`config.mk`:
```
export PLATFORM = sky130hd
export DESIGN_NAME = sprite_sdr_responder
export DESIGN_NICKNAME = d
export VERILOG_FILES = /design/src/rtl/sdr_pkg.sv /design/src/rtl/sdr_beat_packer.sv /design/src/rtl/sprite_sdr_responder.sv
export SDC_FILE = /design/constraint.sdc
export NUM_CORES = 1
export LEC_CHECK = 0
export CAP_MARGIN = 0
export CORE_MARGIN = 5
export CORE_UTILIZATION = 56
export DETAILED_ROUTE_END_ITERATION = 7
export PLACE_DENSITY = 0.84
export SLEW_MARGIN = 20
export SYNTH_ARGS = -nofsm -noshare
export SYNTH_HDL_FRONTEND = slang
export SYNTH_SLANG_ARGS = --single-unit
```
`constraint.sdc`:
```
create_clock -name clk -period 3 [get_ports clk]
set_clock_uncertainty 0.05 [all_clocks]
set_input_delay 0.45 -clock clk [delete_from_list [all_inputs] [get_ports clk]]
set_output_delay 0.45 -clock clk [all_outputs]
set_load 0.02 [all_outputs]
```
`src/rtl/sdr_pkg.sv`:
```
// sdr_pkg: shared state encoding and line geometry for the sprite SDRAM read channel
package sdr_pkg;
    typedef enum logic [2:0] {IDLE, READ, BURST, DONE, REFRESH} sdr_state_t;
    localparam int SDR_BEATS      = 4;
    localparam int SDR_LINE_BYTES = 8;
endpackage

```
`src/rtl/sdr_beat_packer.sv`:
```
// sdr_beat_packer: counts burst beats and assembles them into one line, first beat least significant
module sdr_beat_packer #(
    parameter int DW    = 16,
    parameter int BEATS = 4
) (
    input  logic                clk,
    input  logic                reset_n,
    input  logic                start,
    input  logic                valid,
    input  logic [DW-1:0]       din,
    output logic                last,
    output logic [DW*BEATS-1:0] dout
);
    localparam int CW = $clog2(BEATS);
    localparam logic [CW-1:0] LAST_BEAT = CW'(BEATS - 1);
    logic [CW-1:0]            cnt;
    logic [DW*(BEATS-1)-1:0]  sh;
    assign last = valid && cnt == LAST_BEAT;
    assign dout = {din, sh};
    // Shift each beat in from the top so the first beat ends up in the low bits
    always_ff @(posedge clk or negedge reset_n) begin
        if (!reset_n) begin
            cnt <= '0;
            sh  <= '0;
        end else if (start) begin
            cnt <= '0;
        end else if (valid) begin
            cnt <= cnt + 1'b1;
            sh  <= {din, sh[DW*(BEATS-1)-1:DW]};
        end
    end
endmodule

```
`src/rtl/sprite_sdr_responder.sv`:
```
// sprite_sdr_responder: turns 64-bit renderer reads into 4-beat SDRAM bursts and idle-slot refreshes; SPRITE_SDR_CACHE_EN adds a one-line cache
module sprite_sdr_responder
    import sdr_pkg::*;
#(
    parameter int ADDR_W = 25,
    parameter int MEM_DW = 16,
    parameter int BEATS  = SDR_BEATS
) (
    input  logic              clk,
    input  logic              reset_n,
    input  logic              sdr_req,
    input  logic [ADDR_W-1:0] sdr_addr,
    input  logic              sdr_refresh,
    output logic [63:0]       sdr_data,
    output logic              sdr_rdy,
    output logic              overrun,
    output logic              mem_req,
    output logic [ADDR_W-2:0] mem_addr,
    input  logic              mem_ack,
    input  logic              mem_valid,
    input  logic [MEM_DW-1:0] mem_dout,
    output logic              mem_refresh,
    input  logic              mem_refresh_ack
);
    localparam int TAG_W = ADDR_W - $clog2(SDR_LINE_BYTES);
    sdr_state_t       state;
    logic             pend_v, ref_f, last, hit;
    logic [TAG_W-1:0] pend_t, req_t, next_t;
    logic [63:0]      line, hit_data;
    logic             free, go, direct;
    logic             unused_lsb;
    assign unused_lsb = ^sdr_addr[ADDR_W-TAG_W-1:0];
    assign req_t  = sdr_addr[ADDR_W-1:ADDR_W-TAG_W];
    assign free   = state == IDLE || state == DONE;
    assign go     = free && (pend_v || sdr_req);
    assign direct = free && !pend_v && sdr_req;
    assign next_t = pend_v ? pend_t : req_t;
    sdr_beat_packer #(.DW(MEM_DW), .BEATS(BEATS)) u_packer (
        .clk     (clk),
        .reset_n (reset_n),
        .start   (state == READ && mem_ack),
        .valid   (state == BURST && mem_valid),
        .din     (mem_dout),
        .last    (last),
        .dout    (line)
    );
`ifdef SPRITE_SDR_CACHE_EN
    logic             c_v;
    logic [TAG_W-1:0] c_t;
    logic [63:0]      c_d;
    assign hit      = c_v && c_t == next_t;
    assign hit_data = c_d;
    // Remember the most recently fetched line so an immediate repeat skips memory
    always_ff @(posedge clk or negedge reset_n) begin
        if (!reset_n) begin
            c_v <= 1'b0;
            c_t <= '0;
            c_d <= '0;
        end else if (state == BURST && last) begin
            c_v <= 1'b1;
            c_t <= mem_addr[ADDR_W-2:2];
            c_d <= line;
        end
    end
`else
    assign hit      = 1'b0;
    assign hit_data = '0;
`endif
    // Dispatch reads ahead of refreshes, track the one-deep pending slot and the refresh hint
    always_ff @(posedge clk or negedge reset_n) begin
        if (!reset_n) begin
            state       <= IDLE;
            sdr_data    <= '0;
            sdr_rdy     <= 1'b0;
            overrun     <= 1'b0;
            mem_req     <= 1'b0;
            mem_addr    <= '0;
            mem_refresh <= 1'b0;
            pend_v      <= 1'b0;
            pend_t      <= '0;
            ref_f       <= 1'b0;
        end else begin
            sdr_rdy <= 1'b0;
            case (state)
                IDLE, DONE: begin
                    if (go && hit) begin
                        sdr_data <= hit_data;
                        sdr_rdy  <= 1'b1;
                        state    <= DONE;
                    end else if (go) begin
                        mem_req  <= 1'b1;
                        mem_addr <= {next_t, 2'b00};
                        state    <= READ;
                    end else if (ref_f) begin
                        mem_refresh <= 1'b1;
                        state       <= REFRESH;
                    end else begin
                        state <= IDLE;
                    end
                end
                READ: if (mem_ack) begin
                    mem_req <= 1'b0;
                    state   <= BURST;
                end
                BURST: if (last) begin
                    sdr_data <= line;
                    sdr_rdy  <= 1'b1;
                    state    <= DONE;
                end
                REFRESH: if (mem_refresh_ack) begin
                    mem_refresh <= 1'b0;
                    ref_f       <= 1'b0;
                    state       <= IDLE;
                end
                default: state <= IDLE;
            endcase
            if (sdr_req && !direct) begin
                if (pend_v && !free) begin
                    overrun <= 1'b1;
                end else begin
                    pend_v <= 1'b1;
                    pend_t <= req_t;
                end
            end else if (free) begin
                pend_v <= 1'b0;
            end
            if (state == IDLE && !pend_v && sdr_refresh) ref_f <= 1'b1;
        end
    end
endmodule

```
==> reports/qor.csv <==
metric;value;unit
reg2reg_to;pend_t[0];
powerDensity;1000;nW/um^2
ys.flop_type;dfrtp_1;
cts_resized;0;
min_to;overrun;
relSlewSlack;0.456;
ys_warn_count;0;
hpwl;9690;um
numClockSinks;167;
drt_iter0_markers;338;
yosysTopAreaCell;dfrtp_1;
numCtsBuffers;17;
drt_wl_total;14500;um
core-area;12500;sq um
tightest_slew;0.816;ns
die_h;122;um
cp-start-kind;register;
synth_top_area_frac;0.595;
path_clk_slew;0.06;ns
fin_setup_tns;0;ns
async_flop_share;1.00;
arrival;2.36;ns
die_w;122;um
drc_errors;0;
ys_seq_area_frac;0.595;
ant_nets;0;
post_cts_buffers;0;
synth-simple-area-share;0.0310;
clk_latency;0.42;ns
p_int;6.28;mW
switching_share;0.316;
end_kind;register;
power_frac_comb;0.354;
grt_pass1_vias;4743;
cp_cell_sequence;buf_4, o21a_1, o22ai_1;
finalCritPeriodShare;0.716;
r2r_cells;3;
maxSlewViolCount;0;
hp-class;register to register;
cap_violations;0;
status;finished, final reports clean;
port_buffers;134;
crit_slowest_cell;o21a_1;
power.leakage;4.20;nW
synth_adder_area_share;0.00321;
synthToLayoutAreaGrowth;30.5;%
pin_count;140;
synth_edf_count;0;
netlist_instances;475;
drt-pass1-iter-count;4;
fmax;466;MHz
postSynthAreaPerCell;14.8;sq um
grt_antenna_before_repair;0;
gp_congestion;0.777;
synthDistinctLibCells;36;
cts_tree;yes;
drive_above_1_share;0.334;
finalSetupViolations;0;
start_util;0.564;
synth_mux_area_frac;0.275;
synth_compound_area_frac;0.0582;
rsz0062_at_grt;no;
wl_per_cell;18.3;um
synthTopCellsByArea;dfrtp_1 59%, mux2_2 19%, mux2_4 8.1%, o211ai_1 2.4%, o22ai_1 2.0%;
yosys-top-cells-count;167 x dfrtp_1, 119 x mux2_2, 38 x mux2_4;
power;9.18;mW
holdCritStartpoint;overrun;
cp_max_fo;22;
clockBufferDepth;2;
p_sw;2.90;mW
grt_max_degree;61;
fin_nets;656;
fin_crit;2.15;ns
hold_viol;0;
r2r_slack;0.85;ns
vias;4352;
worst-setup-path-type;register to register;
hold_buffers;1;
ys_seq_elements;167;
clockRootBuffer;clkbuf_16;
die-area;14900;sq um
pwr-share-seq;0.393;
crit_required;3.22;ns
reg2reg_from;pend_v;
cpPeakStageDelay;0.70;ns
track_usage;0.209;
num_rows;41;
synth_xor_area_frac;0.00392;
power.share.clock;0.253;
diodes;0;
whs_path_depth;1;
overflow;0;
synth_top_family_by_area;multiplexers;
via_per_inst;5.49;
synth_area;7030;sq um
htreeDepth;4;
grt_pass1_wl;24300;um
yosysMostFrequentCell;dfrtp_1;
ir_drop;777;uV
routing by layer:
metal | wire [um] | track usage | vias up
li1 | - | - | 1972
met1 | 5770 | 0.263 | 2219
met2 | 7660 | 0.348 | 141
met3 | 909 | 0.0673 | 20
met4 | 178 | 0.0623 | 0
met5 | 0 | 0 | -
layout by cell type (no fill, tap or decap), types with 2 or more instances in the layout:
master / synthesis / final
a21oi_1: 6 / 6
a31oi_1: 2 / 2
buf_12: 0 / 3
buf_4: 5 / 11
bufinv_16: 0 / 4
clkbuf_1: 9 / 4
clkbuf_16: 0 / 17
clkbuf_8: 0 / 4
clkdlybuf4s50_1: 0 / 133
clkinvlp_4: 0 / 2
conb_1: 1 / 2
dfrtp_1: 167 / 167
inv_1: 5 / 5
mux2_2: 119 / 119
mux2_4: 38 / 38
nand2_1: 26 / 26
nand2b_1: 3 / 3
nand3b_1: 2 / 2
nor4b_1: 2 / 2
o211ai_1: 22 / 22
o21ai_0: 3 / 3
o22ai_1: 22 / 22
o31ai_1: 2 / 2
power by group through the flow:
stage / Sequential, mW / Combinational [mW] / Clock, mW
2_1_floorplan: 3.78 / 1.99 / 0
3_3_place_gp: 3.59 / 3.13 / 0
3_5_place_dp: 3.64 / 3.26 / 0
4_1_cts: 3.62 / 3.29 / 2.37
5_1_grt: 3.73 / 3.50 / 2.47
6_report: 3.61 / 3.24 / 2.33
sequential cells by signal, summed over array words and instances, names as in the netlist:
register      flops
sdr_data         64
u_packer.sh      48
mem_addr         22
pend_t           22
state             3
u_packer.cnt      2
mem_refresh       1
mem_req           1
overrun           1
pend_v            1
ref_f             1
sdr_rdy           1
stage by stage:
step	hold slack, ns	util	worst slack (ns)	cell area [sq um]	cells
floorplan	0.104	-	1.35	7030	476
global placement	0.400	0.684	0.811	8520	759
detailed placement	0.410	0.684	0.779	8520	759
CTS	0.433	0.735	0.833	9170	792
global route	0.451	0.735	0.665	9170	792
finish	0.428	0.735	0.853	9170	792
kinds of logic (layout without fill, tap and decap cells):
group,count (synthesis),after routing
flip-flops,167,167
multiplexers,159,159
AO/OA/AOI/OAI,61,61
AND/OR/NAND/NOR,42,42
buffers and inverters,42,186
adder cells (fa/ha/maj),2,2
other,1,2
XOR/XNOR,1,1
area by class of cell:
cell class,instances,area (sq um)
sequential,167,4180
fill,798,3300
multi-input combinational,267,2620
timing repair buffer,149,1500
clock buffer,25,495
tap,172,215
clock inverter,7,140
inverter,5,18.8
worst max-delay path by stage:
stage                    from            to  depth (start not counted)
floorplan            state[1]  mem_addr[10]                          5
global placement    mem_valid  sdr_data[54]                          5
detailed placement  mem_valid  sdr_data[55]                          5
CTS                  state[0]   mem_addr[7]                          5
global route           pend_v    pend_t[12]                          3
finish                 pend_v     pend_t[0]                          3
worst max-delay path: cells and delay by family, from the launching register on:
| kind | cells | cell delay (ns) |
|---|---|---|
| flip-flops | 1 | 0.64 |
| buffers and inverters | 1 | 0.37 |
| AO/OA/AOI/OAI | 2 | 0.91 |
Note: power is estimated with default switching activity, not from simulation.
